**src/rtl/instruction_issuer.sv**
```systemverilog
// Byte-stream to 32-bit instruction packer, FIFO and issue FSM for the core.
// Ports: clock_in/reset_n_in (sync, active-low), byte_valid_in/byte_data_in/
// byte_ready_out host handshake, run_in/step_in issue control,
// current_instruction_out/instruction_valid_out to core, fifo_count_out,
// stall_out. Optional single-step issue: define ISSUER_STEP_EN.
module instruction_issuer #(
  parameter int          FIFO_DEPTH      = 8,
  parameter int          SETTLE_CYCLES   = 2,
  parameter logic [31:0] NOP_INSTRUCTION = 32'h000000FF
) (
  input  logic                          clock_in,
  input  logic                          reset_n_in,
  input  logic                          byte_valid_in,
  input  logic [7:0]                    byte_data_in,
  output logic                          byte_ready_out,
  input  logic                          run_in,
  input  logic                          step_in,
  output logic [31:0]                   current_instruction_out,
  output logic                          instruction_valid_out,
  output logic [$clog2(FIFO_DEPTH):0]   fifo_count_out,
  output logic                          stall_out
);

  localparam int AW = $clog2(FIFO_DEPTH);
  localparam int CW = AW + 1;
  localparam int SW = (SETTLE_CYCLES > 1) ? $clog2(SETTLE_CYCLES) : 1;
  localparam logic [SW-1:0] SLOAD =
    (SETTLE_CYCLES > 0) ? SW'(SETTLE_CYCLES - 1) : '0;
  localparam logic [CW-1:0] DEPTH_C = CW'(FIFO_DEPTH);

  typedef enum logic [1:0] {
    S_IDLE,
    S_ISSUE,
    S_STALL
  } state_e;

  state_e          state_q, state_d;
  logic [31:0]     instr_q, instr_d;
  logic            valid_q, valid_d;
  logic            stall_q, stall_d;
  logic [SW-1:0]   scnt_q, scnt_d;
  logic [CW-1:0]   cnt_q, cnt_d;
  logic [AW-1:0]   wr_q, wr_d;
  logic [AW-1:0]   rd_q, rd_d;
  logic [1:0]      bcnt_q, bcnt_d;
  logic [23:0]     part_q, part_d;
  logic            step_q, step_d;
  logic [31:0]     mem_q [FIFO_DEPTH];

  logic            accept;
  logic            push;
  logic            pop;
  logic            have;
  logic            step_go;
  logic            stall_op;
  logic [31:0]     push_word;

  assign byte_ready_out = reset_n_in && (cnt_q < DEPTH_C);
  assign accept         = byte_valid_in && byte_ready_out;
  assign push           = accept && (bcnt_q == 2'd3);
  assign push_word      = {byte_data_in, part_q};
  assign have           = (cnt_q != '0);

`ifdef ISSUER_STEP_EN
  // Rising edge of step_in, honoured only when not running.
  assign step_d  = step_in;
  assign step_go = step_in && !step_q && !run_in;
`else
  logic unused_step;
  assign unused_step = step_in;
  assign step_d      = 1'b0;
  assign step_go     = 1'b0;
`endif

  // Tensor register file writes need settle time.
  always_comb begin
    stall_op = 1'b0;
    if (SETTLE_CYCLES > 0) begin
      stall_op = (instr_q[7:0] == 8'h06) || (instr_q[7:0] == 8'h07) ||
                 (instr_q[7:0] == 8'h0C) || (instr_q[7:0] == 8'h0D);
    end
  end

  always_comb begin
    bcnt_d = bcnt_q;
    part_d = part_q;
    if (accept) begin
      bcnt_d = bcnt_q + 2'd1;
      unique case (bcnt_q)
        2'd0:    part_d[7:0]   = byte_data_in;
        2'd1:    part_d[15:8]  = byte_data_in;
        2'd2:    part_d[23:16] = byte_data_in;
        default: part_d        = part_q;
      endcase
    end
  end

  always_comb begin
    state_d = state_q;
    instr_d = NOP_INSTRUCTION;
    valid_d = 1'b0;
    stall_d = stall_q;
    scnt_d  = scnt_q;
    pop     = 1'b0;
    unique case (state_q)
      S_IDLE: begin
        if ((run_in || step_go) && have) begin
          pop     = 1'b1;
          instr_d = mem_q[rd_q];
          valid_d = 1'b1;
          state_d = S_ISSUE;
        end
      end
      S_ISSUE: begin
        if (stall_op) begin
          scnt_d  = SLOAD;
          stall_d = 1'b1;
          state_d = S_STALL;
        end else if (run_in && have) begin
          pop     = 1'b1;
          instr_d = mem_q[rd_q];
          valid_d = 1'b1;
        end else begin
          state_d = S_IDLE;
        end
      end
      S_STALL: begin
        if (scnt_q == '0) begin
          stall_d = 1'b0;
          if (run_in && have) begin
            pop     = 1'b1;
            instr_d = mem_q[rd_q];
            valid_d = 1'b1;
            state_d = S_ISSUE;
          end else begin
            state_d = S_IDLE;
          end
        end else begin
          scnt_d = scnt_q - 1'b1;
        end
      end
      default: state_d = S_IDLE;
    endcase
  end

  always_comb begin
    cnt_d = cnt_q + CW'(push) - CW'(pop);
    wr_d  = push ? wr_q + 1'b1 : wr_q;
    rd_d  = pop ? rd_q + 1'b1 : rd_q;
  end

  always_ff @(posedge clock_in) begin
    if (!reset_n_in) begin
      state_q <= S_IDLE;
      instr_q <= NOP_INSTRUCTION;
      valid_q <= 1'b0;
      stall_q <= 1'b0;
      scnt_q  <= '0;
      cnt_q   <= '0;
      wr_q    <= '0;
      rd_q    <= '0;
      bcnt_q  <= 2'd0;
      part_q  <= '0;
      step_q  <= 1'b0;
    end else begin
      state_q <= state_d;
      instr_q <= instr_d;
      valid_q <= valid_d;
      stall_q <= stall_d;
      scnt_q  <= scnt_d;
      cnt_q   <= cnt_d;
      wr_q    <= wr_d;
      rd_q    <= rd_d;
      bcnt_q  <= bcnt_d;
      part_q  <= part_d;
      step_q  <= step_d;
    end
  end

  // Storage needs no reset; occupancy is tracked by cnt_q.
  always_ff @(posedge clock_in) begin
    if (push) begin
      mem_q[wr_q] <= push_word;
    end
  end

  assign current_instruction_out = instr_q;
  assign instruction_valid_out   = valid_q;
  assign fifo_count_out          = cnt_q;
  assign stall_out               = stall_q;

endmodule
```
**config.mk**
```make
export PLATFORM = sky130hd
export DESIGN_NAME = instruction_issuer
export DESIGN_NICKNAME = d
export VERILOG_FILES = /design/src/rtl/instruction_issuer.sv
export SDC_FILE = /design/constraint.sdc
export NUM_CORES = 1
export LEC_CHECK = 0
export CORE_MARGIN = 2
export CORE_UTILIZATION = 30
export CTS_BUF_LIST = sky130_fd_sc_hd__clkbuf_4
export DETAILED_ROUTE_END_ITERATION = 10
export PLACE_DENSITY = 0.53
export SLEW_MARGIN = 20
export SYNTH_ARGS = -nofsm -noshare
export SYNTH_HDL_FRONTEND = slang
export SYNTH_SLANG_ARGS = --single-unit
```
**constraint.sdc**
```tcl
create_clock -name clock_in -period 5.6 [get_ports clock_in]
set_input_delay 1.4 -clock clock_in [delete_from_list [all_inputs] [get_ports clock_in]]
set_output_delay 1.4 -clock clock_in [all_outputs]
set_load 0.005 [all_outputs]
```
==> results.md, run 1 <==
STA:
- The portion of the clock cycle consumed by the worst path in the final layout is 70.1%.
- Setup violations remaining at the end of the flow were counted as 0.
- The worst path needs 3.93 ns of the cycle, external delays included.
- The max-slew violation total from the final report is 0.
- The final hold slack is 0.479 ns.
- For the final routed database, the setup TNS stands at 0 ns.
- The final count of hold timing violations came to 0.
- At the pin with the least slew margin, the transition time is 0.966 ns.
- Setup repair after global routing left no endpoint under its margin.
- In this run the tightest slew margin relative to its limit is 35.6%.
- On the final layout, the worst clock skew is 0.0567 ns.
- Derived from the worst setup path, the maximum achievable clock frequency is 255 MHz.

Synth:
- By area, the combinational part of the netlist is dominated by multiplexers.
- The post-synthesis area per instance is 18.6 µm².
- The cell type contributing the most total cell area after synthesis is sky130_fd_sc_hd__edfxtp_1.
- In the post-synthesis netlist, the biggest area contributors are sky130_fd_sc_hd__edfxtp_1, sky130_fd_sc_hd__dfxtp_1, sky130_fd_sc_hd__mux4_2.
- The synthesized netlist devotes 2.06% of its cell area to compound gates.
- The share of cell area taken by muxes after synthesis is 14.9%.
- Sequential elements use 75.1% of the synthesized area.
- In the synthesized netlist the dominant register cell turns out to be sky130_fd_sc_hd__edfxtp_1.
- The number of nets in the synthesized netlist is 683.
- The post-synthesis simple-gate area fraction is 4.93%.
- The cell area that synthesis handed to floorplanning was 12300 µm².
- The count of unique library cells instantiated by Yosys is 36.
- Of the total synthesized cell area, the portion taken by full adders, half adders and majority gates is 1.18%.
- Synthesis produced 659 cells.
- In the synthesized netlist, the cells that appear most often are sky130_fd_sc_hd__edfxtp_1, sky130_fd_sc_hd__dfxtp_1, sky130_fd_sc_hd__nand2_1, sky130_fd_sc_hd__mux4_2, sky130_fd_sc_hd__mux2i_1.
- After synthesis, the largest area contributor takes up 62.7% of total cell area.
- The number of synthesized flops with an enable pin is 256.
- The Yosys step of the flow raised 0 warnings.
- The share of the synthesized netlist area taken by xor and xnor gates is 0.500%.
- Among all cell types in the netlist, the one instantiated most often is sky130_fd_sc_hd__edfxtp_1.
- The fraction of registers with async set or reset after synthesis is 0%.
- The post-synthesis sequential element count is 332.

Final layout:
- The number of nets in the final layout is 805.
- The utilization after layout is 36.1%.
- The post-route standard cell area excluding fillers is 14600 µm².
- From synthesis to final layout, the design area changed by 19.5%.
- The post-route netlist has 28.8% of its cells at a drive strength greater than 1.

Setup path:
- The element type at the critical path start is an input port.
- The signal on the critical path passes through clkdlybuf4s50_1, nor2b_1, clkdlybuf4s50_1.
- The worst register-to-register path ends at fifo_count_out[2].
- The highest net fanout along the worst path is 3.
- The largest delay contributor family on the critical path is buffers and inverters.
- The number of buffers and inverters on the critical path is 2.
- The launching point of the worst reg2reg path is current_instruction_out[5].
- The type of the setup path with the least slack is in2out.
- The most frequent cell on the critical path is sky130_fd_sc_hd__clkdlybuf4s50_1.
- The worst register-to-register path has a depth of 8.
- The required time of the critical path is 4.20 ns.
- The worst register-to-register path has a setup slack of 2.86 ns.
- Data on the critical path arrives at its endpoint at 2.52 ns.
- On the critical path, the stage with the largest delay is an instance of sky130_fd_sc_hd__clkdlybuf4s50_1.
- On the worst path, the slowest cell contributes a delay of 0.51 ns.
- The worst setup path is captured at an output port.

GRT:
- The first global-routing pass estimated 38500 µm of wire.
- The maximum number of pins on one net before global-route repair is 46.
- Across every metal layer, demand over resource in global routing totals 12.4%.
- The via count of the first global-routing pass is 6575.
- Global routing finished with a remaining overflow of 0.
- The number of antenna violations at the first check in global routing was 1.

Clock tree:
- The root cell of the clock tree is sky130_fd_sc_hd__clkbuf_4.
- The quantity of gates resized following cts is 0.
- The clock sink count is 332.
- The CTS clock-pin slew for the worst setup and hold paths is 0.06 ns.
- At the later pin of the worst-skew pair, clock insertion delay measures 0.72 ns.
- Clock tree synthesis inserted a total of 87 buffers.
- The hold buffer count at CTS is 0.
- The clock tree from TritonCTS is built.
- The buffer count from post-CTS setup fixing is 0.
- The maximum clock path buffer count is 3.
- The H-tree was split into 3 levels.

Detailed routing:
- The first routing iteration left 356 violations.
- In the final routed layout, each cell accounts on average for 18.1 µm.
- The routed layout has 6248 vias.
- The first TritonRoute pass finished after 4 iterations.
- Wires add up to 25100 µm.
- The average via count per standard cell is 4.51.
- Once detail routing completed, the nets flagged for antenna violations numbered 0.
- The DRC violation count after routing is 0.

Place:
- After detailed placement, the total cell area comes to 13500 µm².
- Summed over all nets, the half-perimeter wirelength after detailed placement is 13300 µm.
- The congestion estimate from routability-driven global placement came to 0.700.
- In this run the tool buffered the top-level ports with 50 buffer cells.

Pwr:
- IR analysis of the VDD net gives a maximum drop of 0.000184 V.
- The leakage dissipation is 4.63 nW.
- In this run the power density over the cells is 393 nW/µm².

Floorplan:
- The I/O pin count is 52.
- For this configuration, the core starts out at a cell density of 30.2%.
- The floorplan step defined a core boundary enclosing 40600 µm².
- The area enclosed by the die boundary is 42500 µm².
- The die is 206 µm tall.
- The floorplan step set the die width to 206 µm.
- The number of placement rows is 74.

Run status:
- The run finished with clean final reports.

Hold path:
- The type of the worst min-delay path is reg2reg.
- The worst hold path passes through 2 cells.
- The beginning of the worst hold path is rd_q[2].

Flow run:
- Max-cap violations in this run came to 0.
-- layer usage --
layer  up-vias  part of all wire [%]  track usage (%)
met1      3181                    43             16.1
li1       2850                     -                -
met4         0                   1.9             5.00
met5         -                     0                0
met2       171                    49             19.8
met3        46                   6.2             3.06
-- cell usage in the layout (no fill, tap or decap), types with 2 or more instances in the layout --
cell type | synthesis | layout
sky130_fd_sc_hd__a21boi_0 | 27 | 27
sky130_fd_sc_hd__a21oi_1 | 2 | 2
sky130_fd_sc_hd__and2_1 | 10 | 10
sky130_fd_sc_hd__buf_4 | 0 | 12
sky130_fd_sc_hd__clkbuf_4 | 0 | 143
sky130_fd_sc_hd__clkdlybuf4s50_1 | 0 | 50
sky130_fd_sc_hd__clkinv_1 | 0 | 8
sky130_fd_sc_hd__clkinv_2 | 0 | 3
sky130_fd_sc_hd__clkinvlp_4 | 0 | 2
sky130_fd_sc_hd__dfxtp_1 | 76 | 73
sky130_fd_sc_hd__dfxtp_4 | 0 | 2
sky130_fd_sc_hd__edfxtp_1 | 256 | 256
sky130_fd_sc_hd__ha_1 | 10 | 10
sky130_fd_sc_hd__inv_1 | 7 | 7
sky130_fd_sc_hd__inv_2 | 1 | 3
sky130_fd_sc_hd__mux2i_1 | 38 | 38
sky130_fd_sc_hd__mux4_2 | 64 | 64
sky130_fd_sc_hd__nand2_1 | 69 | 69
sky130_fd_sc_hd__nand2b_1 | 5 | 5
sky130_fd_sc_hd__nand3_1 | 3 | 3
sky130_fd_sc_hd__nor2_1 | 30 | 27
sky130_fd_sc_hd__nor2_4 | 0 | 3
sky130_fd_sc_hd__nor2b_1 | 3 | 3
sky130_fd_sc_hd__nor3_2 | 0 | 4
sky130_fd_sc_hd__o21ai_0 | 3 | 3
sky130_fd_sc_hd__xnor2_1 | 5 | 5
sky130_fd_sc_hd__xor2_1 | 2 | 2
-- tightest hold or removal path, stage by stage (launching register included) --
cell	delay, ns
sky130_fd_sc_hd__dfxtp_1	0.30
sky130_fd_sc_hd__nand2_1	0.07
sky130_fd_sc_hd__mux2i_1	0.06
-- cell families (layout without fill, tap and decap cells) --
kind of cell	count (synthesis)	after routing
flip-flops	332	332
multiplexers	102	102
XOR/XNOR	7	7
AND/OR/NAND/NOR	134	134
adder cells (fa/ha/maj)	11	11
AO/OA/AOI/OAI	35	35
other	0	1
buffers and inverters	38	231
-- flip-flops by register name (all words and copies together), names as in the netlist, 2 cells and up, named ones only --
register and flops:
state_q 2, part_q 24, current_instruction_out 32, fifo_count_out 4, mem_q 256, wr_q 3, bcnt_q 2, rd_q 3
-- area by class of cell --
cell class                      instances  area, µm²
Fill cell                            3864      25900
Sequential cell                       332       9220
Multi-Input combinational cell        289       2940
Clock buffer                          143       1070
Tap cell                              532        666
Timing Repair Buffer                   63        611
Clock inverter                         17        106
Inverter                                8       30.0
Antenna cell                            1       2.50
-- power breakdown --
| part | leakage (nW) | internal, mW | switching [mW] |
|---|---|---|---|
| clock | 0.709 | 1.20 | 0.954 |
| combinational | 1.03 | 0.421 | 0.287 |
| sequential | 2.89 | 2.73 | 0.162 |
| total | 4.63 | 4.35 | 1.40 |
-- stage by stage --
step	total power, mW	std cells	worst slack [ns]
finish	5.75	1385	1.68
global route	6.06	1385	1.61
detailed placement	3.68	1224	1.63
floorplan	3.41	659	0.667
global placement	3.68	1224	1.62
CTS	5.86	1384	1.67
-- how the worst max path moves through the flow --
stage,from,end,depth (start not counted)
final,reset_n_in,byte_ready_out,3
after global placement,reset_n_in,fifo_count_out[2],8
after CTS,reset_n_in,byte_ready_out,3
after global routing,reset_n_in,byte_ready_out,3
after floorplan,reset_n_in,mem_q[2][0],5
after detailed placement,reset_n_in,mem_q[7][10],5
(Power assumes the default switching activity.)
==> run 2, diff against run 1 <==
--- a/config.mk
+++ b/config.mk
@@ -9,7 +9,7 @@
 export CORE_UTILIZATION = 30
 export CTS_BUF_LIST = sky130_fd_sc_hd__clkbuf_4
 export DETAILED_ROUTE_END_ITERATION = 10
-export PLACE_DENSITY = 0.53
+export PLACE_DENSITY = 0.51
 export SLEW_MARGIN = 20
 export SYNTH_ARGS = -nofsm -noshare
 export SYNTH_HDL_FRONTEND = slang
==> constraint.sdc (replaced) <==
create_clock -name clock_in -period 3.9 [get_ports clock_in]
set_input_delay 0.975 -clock clock_in [delete_from_list [all_inputs] [get_ports clock_in]]
set_output_delay 0.975 -clock clock_in [all_outputs]
set_load 0.005 [all_outputs]
==> run 2 against run 1 <==
  * Wire length up 4.2%
  * Register-to-register slack worse by 1.7 ns
  * Worst hold slack better by 0.00086 ns
  * Sequential share of layout area down 0.84 points
  * Via count up 0.48%
  * Clock skew down 0.022 ns
  * Critical path depth unchanged
  * Sequential cell count unchanged
  * Count of clock-buffer cells in the layout up 3
  * Largest power group unchanged
  * Highest routed layer unchanged
==> results.md, run 2 (synthesis results as in run 1) <==
Place:
- The count of input and output buffers was 50 (unchanged).
- The placed instance count is 1234 (was 1224).
- The final weighted congestion in routability-driven placement was 0.675 (was 0.700).
- The estimated wirelength of the detail-placed design is 14600 µm (was 13300 µm).
- The worst slack at placement came to 0.593 ns (was 1.63 ns).
- The cell area reported after detailed placement is 13600 µm² (was 13500 µm²).

STA:
- The total negative slack for setup checks came to 0 ns (unchanged).
- The max-slew violation total from the final report is 0 (unchanged).
- Of the available clock period, the critical path in the final layout requires 79.3%.
- The final critical path time including I/O delays and setup is 3.09 ns.
- The final hold slack is 0.480 ns (was 0.479 ns).
- The final count of hold timing violations is 0 (unchanged).
- The post-layout worst setup margin is 0.809 ns (was 1.68 ns).
- The largest clock skew in the final design was 0.0351 ns (was 0.0567 ns).
- The actual slew at the worst max-slew pin is 0.864 ns (was 0.966 ns).
- The final count of negative-setup-slack endpoints is 0 (unchanged).
- The worst-case headroom to the max-slew limit was 42.4% (was 35.6%).
- Based on the critical path, the design can be clocked at up to 324 MHz.
- RSZ-0062 raised after global routing: false (unchanged).

Setup path:
- The worst-case reg-to-reg path depth is 8 (unchanged).
- The register-to-register setup slack is 1.13 ns (was 2.86 ns).
- The delay of the slowest cell on the worst path is 0.52 ns (was 0.51 ns).
- The buffer and inverter count on the worst path came to 2 (unchanged).
- The worst reg2reg path endpoint is fifo_count_out[2] (unchanged).
- The highest net fanout along the worst path came to 3 (unchanged).
- The end point of the critical path is byte_ready_out (unchanged).
- The launching point of the worst reg2reg path was current_instruction_out[5] (unchanged).
- The most frequent cell on the critical path is sky130_fd_sc_hd__clkdlybuf4s50_1 (unchanged).
- The critical path launch point is reset_n_in (unchanged).
- The slowest stage cell on the critical path is sky130_fd_sc_hd__clkdlybuf4s50_1 (unchanged).
- The required time of the critical path is 2.92 ns (was 4.20 ns).
- The data arrival time of the critical path is 2.12 ns (was 2.52 ns).
- The element type at the critical path start is an input port (unchanged).
- The endpoint type of the worst setup path is an output port (unchanged).
- Crit path cell chain: clkdlybuf4s50_1, nor2b_1, clkdlybuf4s50_1 (unchanged).
- The largest delay contributor family on the critical path is buffers and inverters (unchanged).
- The type of the setup path with the least slack was in2out (unchanged).
- The total stage count of the critical path was 3 (unchanged).

Pwr:
- The leakage dissipation came to 4.73 nW (was 4.63 nW).
- The power density over the cells was 571 nW/µm² (was 393 nW/µm²).
- The overall power consumption is 8.47 mW (was 5.75 mW).
- The maximum vdd ir drop is 0.000371 V (was 0.000184 V).

Final layout:
- The layout overhead on the synthesized area is 21.1% (was 19.5%).
- The number of nets in the final layout is 820 (was 805).
- The post-route standard cell area excluding fillers was 14800 µm² (was 14600 µm²).
- The fraction of final layout cells sized beyond drive strength 1 came to 29.2% (was 28.8%).
- The most common cell after layout, fill and taps aside is sky130_fd_sc_hd__edfxtp_1 (unchanged).
- The post-layout instance count excluding filler cells came to 1406 (was 1385).
- The utilization after layout is 36.6% (was 36.1%).
- The register name with the most flops was mem_q (unchanged).
- The flip-flop count of the largest register, all copies and words added is 256 (unchanged).
- Commonest cells after routing, fill and taps aside: sky130_fd_sc_hd__edfxtp_1, sky130_fd_sc_hd__clkbuf_4, sky130_fd_sc_hd__dfxtp_1, sky130_fd_sc_hd__nand2_1, sky130_fd_sc_hd__mux4_2 (unchanged).

Floorplan:
- The I/O pin count is 52 (unchanged).
- The number of placement rows is 74 (unchanged).
- The floorplan core area is 40600 µm² (unchanged).
- The area enclosed by the die boundary is 42500 µm² (unchanged).
- The die width is 206 µm (unchanged).
- The die span in y came to 206 µm (unchanged).
- The initial cell density of the core is 30.2% (unchanged).

GRT:
- The via count of the first global-routing pass is 6817 (was 6575).
- The total routing usage reported by global routing is 13.0% (was 12.4%).
- The final global-route overflow total is 0 (unchanged).
- The number of antenna violations at the first check in global routing came to 2 (was 1).
- The first-pass GRT wire length came to 40300 µm (was 38500 µm).
- The maximum number of pins on one net before global-route repair came to 65 (was 46).

Detailed routing:
- The average via count per standard cell is 4.47 (was 4.51).
- The number of detailed-routing iterations run before antenna repair is 4 (unchanged).
- The wire length after detailed routing was 26200 µm (was 25100 µm).
- The remaining antenna violation count after routing is 0 (unchanged).
- The total via count in the routed design is 6278 (was 6248).
- The first-iteration detailed-routing DRC count came to 382 (was 356).
- The routed length per instance is 18.6 µm (was 18.1 µm).
- The DRC violation count after routing is 0 (unchanged).

Run status:
- Result of the run: finished, final reports clean (unchanged).

Clock tree:
- The number of buffers inserted during clock tree synthesis came to 92 (was 87).
- The root cell of the clock tree is sky130_fd_sc_hd__clkbuf_4 (unchanged).
- The CTS clock-pin slew for the worst setup and hold paths is 0.06 ns (about the same).
- The quantity of gates resized following cts is 0 (unchanged).
- The buffer count from post-CTS setup fixing is 0 (unchanged).
- The hold buffer count at CTS is 0 (unchanged).
- The clock latency on the worst-skew pair is 0.72 ns (about the same).
- The maximum clock path buffer count is 3 (unchanged).
- The depth of the CTS H-tree was 3 (unchanged).
- The clock tree from TritonCTS is built (unchanged).
- The clock sink count was 332 (unchanged).

Hold path:
- The type of the worst min-delay path is reg2reg (unchanged).

Flow run:
- The number of maximum-capacitance violations was 0 (unchanged).
==> run 2: cell types whose count changed in the layout (fill, tap and decap cells not counted), moves of 2 or more <==
cell,before,now
sky130_fd_sc_hd__clkbuf_4,143,146
sky130_fd_sc_hd__clkinv_1,8,18
sky130_fd_sc_hd__bufinv_16,1,3
sky130_fd_sc_hd__buf_12,1,3
sky130_fd_sc_hd__buf_4,12,20
sky130_fd_sc_hd__clkinvlp_4,2,0
==> run 2: power breakdown <==
part	total [mW]	switching, mW	internal (mW)
logic	1.09	0.471	0.623
registers	4.09	0.180	3.91
clock network	3.29	1.40	1.89
total	8.47	2.05	6.43
==> run 2: metal layers <==
layer | track usage (%) | vias up | share of wire [%]
li1 | - | 2906 | -
met2 | 20.7 | 143 | 49
met1 | 16.8 | 3200 | 45
met5 | 0 | - | 0
met3 | 3.67 | 29 | 4.7
met4 | 4.92 | 0 | 1.3
==> run 2: worst min path at each step <==
stage / cells past startpoint / from / slack (ns) / to
final: 2 / rd_q[2] / 0.48 / rd_q[2]
after global routing: 2 / rd_q[1] / 0.52 / rd_q[1]
after CTS: 2 / rd_q[2] / 0.48 / rd_q[2]
after detailed placement: 2 / rd_q[2] / 0.47 / register
after global placement: 2 / rd_q[2] / 0.46 / rd_q[2]
after floorplan: 2 / rd_q[2] / 0.45 / register
==> run 2: cell type report <==
cell class                      count  area (µm²)
Antenna cell                        2        5.00
Tap cell                          532         666
Multi-Input combinational cell    289        2950
Timing Repair Buffer               73         711
Sequential cell                   332        9220
Inverter                            8        30.0
Clock buffer                      146        1100
Clock inverter                     24         171
Fill cell                        3895       25700
==> run 2: tightest hold or removal path, delay by kind of cell (launching register included) <==
kind	cells	cell delay (ns)
flops	1	0.30
mux	1	0.06
simple gates	1	0.06
==> run 3, diff against run 2 <==
--- a/config.mk
+++ b/config.mk
@@ -9,7 +9,7 @@
 export CORE_UTILIZATION = 30
 export CTS_BUF_LIST = sky130_fd_sc_hd__clkbuf_4
 export DETAILED_ROUTE_END_ITERATION = 10
-export PLACE_DENSITY = 0.51
+export PLACE_DENSITY = 0.53
 export SLEW_MARGIN = 20
 export SYNTH_ARGS = -nofsm -noshare
 export SYNTH_HDL_FRONTEND = slang
==> constraint.sdc (replaced) <==
create_clock -name clock_in -period 2.7 [get_ports clock_in]
set_input_delay 0.675 -clock clock_in [delete_from_list [all_inputs] [get_ports clock_in]]
set_output_delay 0.675 -clock clock_in [all_outputs]
set_load 0.005 [all_outputs]
==> run 3 against run 2 <==
  * Worst hold slack lost 0.015 ns
  * Global-route usage is essentially flat
  * Clock power grew 31%
  * First-iteration DRC count shrank 11%
  * Non-clock buffer count grew 16
  * Clock skew shrank 0.0083 ns
  * Sequential cell count is the same
  * Utilization grew 0.42 points
  * Cell count grew 0.57%
  * Sequential share of layout area shrank 0.70 points
  * Critical path type is now reg2reg
  * Highest routed layer unchanged
==> results.md, run 3 (synthesis results as in run 1) <==
Run status:
- Result of the run: finished, final reports clean (unchanged).

GRT:
- The met1 track demand over resource is 16.8% (about the same).
- The total routing usage reported by global routing is 13.0% (about the same).
- The number of antenna violations at the first check in global routing is 1 (was 2).
- The maximum number of pins on one net before global-route repair is 65 (unchanged).
- The first-pass GRT wire length is 40400 µm (was 40300 µm).
- The most used routing layer in global routing is met2 (unchanged).
- The final global-route overflow total is 0 (unchanged).
- The via count of the first global-routing pass came to 6882 (was 6817).
- The met3 routing resource usage after global routing is 3.55% (was 3.67%).
- The met2 routing resource usage after global routing came to 20.6% (was 20.7%).

Detailed routing:
- The routed length per instance was 18.3 µm (was 18.6 µm).
- The remaining antenna violation count after routing is 0 (unchanged).
- The total via count in the routed design was 6274 (was 6278).
- The DRC violation count after routing came to 0 (unchanged).
- The number of detailed-routing iterations run before antenna repair came to 4 (unchanged).
- The wire length after detailed routing is 25900 µm (was 26200 µm).
- The average via count per standard cell is 4.44 (was 4.47).
- The first-iteration detailed-routing DRC count is 341 (was 382).

STA:
- The largest clock skew in the final design is 0.0268 ns (was 0.0351 ns).
- The total negative slack for setup checks is 0 ns (unchanged).
- The final count of hold timing violations came to 0 (unchanged).
- The final count of negative-setup-slack endpoints is 0 (unchanged).
- The worst path needs 2.59 ns of the cycle, external delays included.
- The max-slew violation total from the final report is 0 (unchanged).
- The worst-case headroom to the max-slew limit is 55.1% (was 42.4%).
- The post-layout worst setup margin came to 0.113 ns (was 0.809 ns).
- The final hold slack is 0.465 ns (was 0.480 ns).
- The actual slew at the worst max-slew pin is 0.672 ns (was 0.864 ns).
- The portion of the clock cycle consumed by the worst path in the final layout is 95.8%.
- The maximum frequency from static timing analysis is 387 MHz.
- RSZ-0062 raised after global routing: false (unchanged).

Clock tree:
- The clock tree from TritonCTS is built (unchanged).
- The number of buffers inserted during clock tree synthesis is 88 (was 92).
- The buffer count from post-CTS setup fixing is 0 (unchanged).
- The clock latency on the worst-skew pair is 0.72 ns (about the same).
- The CTS clock-pin slew for the worst setup and hold paths is 0.06 ns (about the same).
- The quantity of gates resized following cts is 0 (unchanged).
- The hold buffer count at CTS is 0 (unchanged).
- The root cell of the clock tree was sky130_fd_sc_hd__clkbuf_4 (unchanged).
- The maximum clock path buffer count is 3 (unchanged).
- The depth of the CTS H-tree is 3 (unchanged).
- The clock sink count was 332 (unchanged).

Floorplan:
- The die width is 206 µm (unchanged).
- The initial cell density of the core is 30.2% (unchanged).
- The I/O pin count came to 52 (unchanged).
- The die span in y came to 206 µm (unchanged).
- The number of placement rows is 74 (unchanged).
- The floorplan core area is 40600 µm² (unchanged).
- The area enclosed by the die boundary is 42500 µm² (unchanged).

Setup path:
- The end point of the critical path is fifo_count_out[2] (was byte_ready_out).
- The type of the setup path with the least slack is reg2reg (was in2out).
- The required time of the critical path is 3.30 ns (was 2.92 ns).
- The data arrival time of the critical path is 3.19 ns (was 2.12 ns).
- The register-to-register setup slack is 0.11 ns (was 1.13 ns).
- The endpoint type of the worst setup path was a register (was output port).
- The critical path launch point is current_instruction_out[5] (was reset_n_in).
- The highest net fanout along the worst path is 3 (unchanged).
- The worst reg2reg path endpoint was fifo_count_out[2] (unchanged).
- The launching point of the worst reg2reg path was current_instruction_out[5] (unchanged).
- The worst-case reg-to-reg path depth came to 8 (unchanged).
- The element type at the critical path start is a register (was input port).

Final layout:
- The post-layout instance count excluding filler cells is 1414 (was 1406).
- The register name with the most flops is mem_q (unchanged).
- The most common cell after layout, fill and taps aside is sky130_fd_sc_hd__edfxtp_1 (unchanged).
- The number of fill cells in the layout is 3859 (was 3895).
- The layout overhead on the synthesized area is 22.5% (was 21.1%).
- Commonest cells after routing, fill and taps aside: sky130_fd_sc_hd__edfxtp_1, sky130_fd_sc_hd__clkbuf_4, sky130_fd_sc_hd__dfxtp_1, sky130_fd_sc_hd__nand2_1, sky130_fd_sc_hd__mux4_2 (unchanged).
- The number of nets in the final layout is 832 (was 820).
- The fraction of final layout cells sized beyond drive strength 1 is 30.4% (was 29.2%).
- The flip-flop count of the largest register, all copies and words added is 256 (unchanged).

Pwr:
- The maximum vdd ir drop is 0.000382 V (was 0.000371 V).
- The power density over the cells is 792 nW/µm² (was 571 nW/µm²).
- The combinational group share of total power was 14.9% (was 12.9%).
- The switching share of power is 24.7% (was 24.1%).
- The leakage dissipation is 4.78 nW (was 4.73 nW).
- The net switching power figure came to 2.94 mW (was 2.05 mW).
- The total internal power is 8.96 mW (was 6.43 mW).
- The part of the power in registers is 48.8% (was 48.3%).
- The clock network fraction of design power came to 36.3% (was 38.8%).

Place:
- The worst slack at placement is 0.0000595 ns (was 0.593 ns).
- The estimated wirelength of the detail-placed design came to 15100 µm (was 14600 µm).
- The placed instance count came to 1250 (was 1234).
- The final weighted congestion in routability-driven placement is 0.682 (was 0.675).
- The count of input and output buffers is 50 (unchanged).

Flow run:
- The number of maximum-capacitance violations came to 0 (unchanged).

Hold path:
- The type of the worst min-delay path is reg2reg (unchanged).
- The beginning of the worst hold path is rd_q[2] (unchanged).
-- run 3: routing by layer --
metal | up-vias | part of all wire [%]
li1 | 2913 | -
met1 | 3161 | 44
met2 | 163 | 48
met3 | 37 | 5.8
met4 | 0 | 1.8
met5 | - | 0
-- run 3: through the flow --
stage / utilization [%] / total power [mW] / instance area [µm²]
after CTS: 37.0 / 12.1 / 15000
after detailed placement: 34.2 / 7.74 / 13900
after global routing: 37.0 / 12.6 / 15000
after global placement: 34.2 / 7.72 / 13900
final: 37.0 / 11.9 / 15000
after floorplan: - / 7.08 / 12400
-- run 3: power by group through the flow --
stage               Sequential [mW]  Clock (mW)  Combinational (mW)
finish                         5.80        4.32                1.77
CTS                            5.80        4.51                1.83
global placement               5.91           0                1.81
detailed placement             5.91           0                1.82
floorplan                      5.85           0                1.22
global route                   5.82        4.79                1.97
-- run 3: layout make-up --
cell class | instances | area (µm²) | area share, %
well taps | 532 | 666 | 4.43
diodes | 1 | 2.50 | 0.0167
clock buffers | 140 | 1050 | 7.00
inverters | 8 | 30.0 | 0.200
flip-flops and latches | 332 | 9220 | 61.4
repair buffers | 89 | 968 | 6.45
multi-input cells | 289 | 2990 | 19.9
clock inverters | 23 | 92.6 | 0.617
-- run 3: how the worst min path moves through the flow --
| stage | slack [ns] | to | cells past startpoint |
|---|---|---|---|
| floorplan | 0.45 | register | 2 |
| global placement | 0.45 | register | 2 |
| detailed placement | 0.47 | register | 2 |
| CTS | 0.47 | register | 2 |
| global route | 0.49 | register | 2 |
| finish | 0.46 | register | 2 |
-- run 3: critical path, cell delays in order (launching register included) --
cell,delay (ns)
sky130_fd_sc_hd__dfxtp_1,0.31
sky130_fd_sc_hd__or3b_4,0.42
sky130_fd_sc_hd__or4b_4,0.55
sky130_fd_sc_hd__and2_4,0.18
sky130_fd_sc_hd__xnor2_1,0.12
sky130_fd_sc_hd__ha_1,0.21
sky130_fd_sc_hd__fa_1,0.38
sky130_fd_sc_hd__xor2_1,0.16
sky130_fd_sc_hd__and2_1,0.15
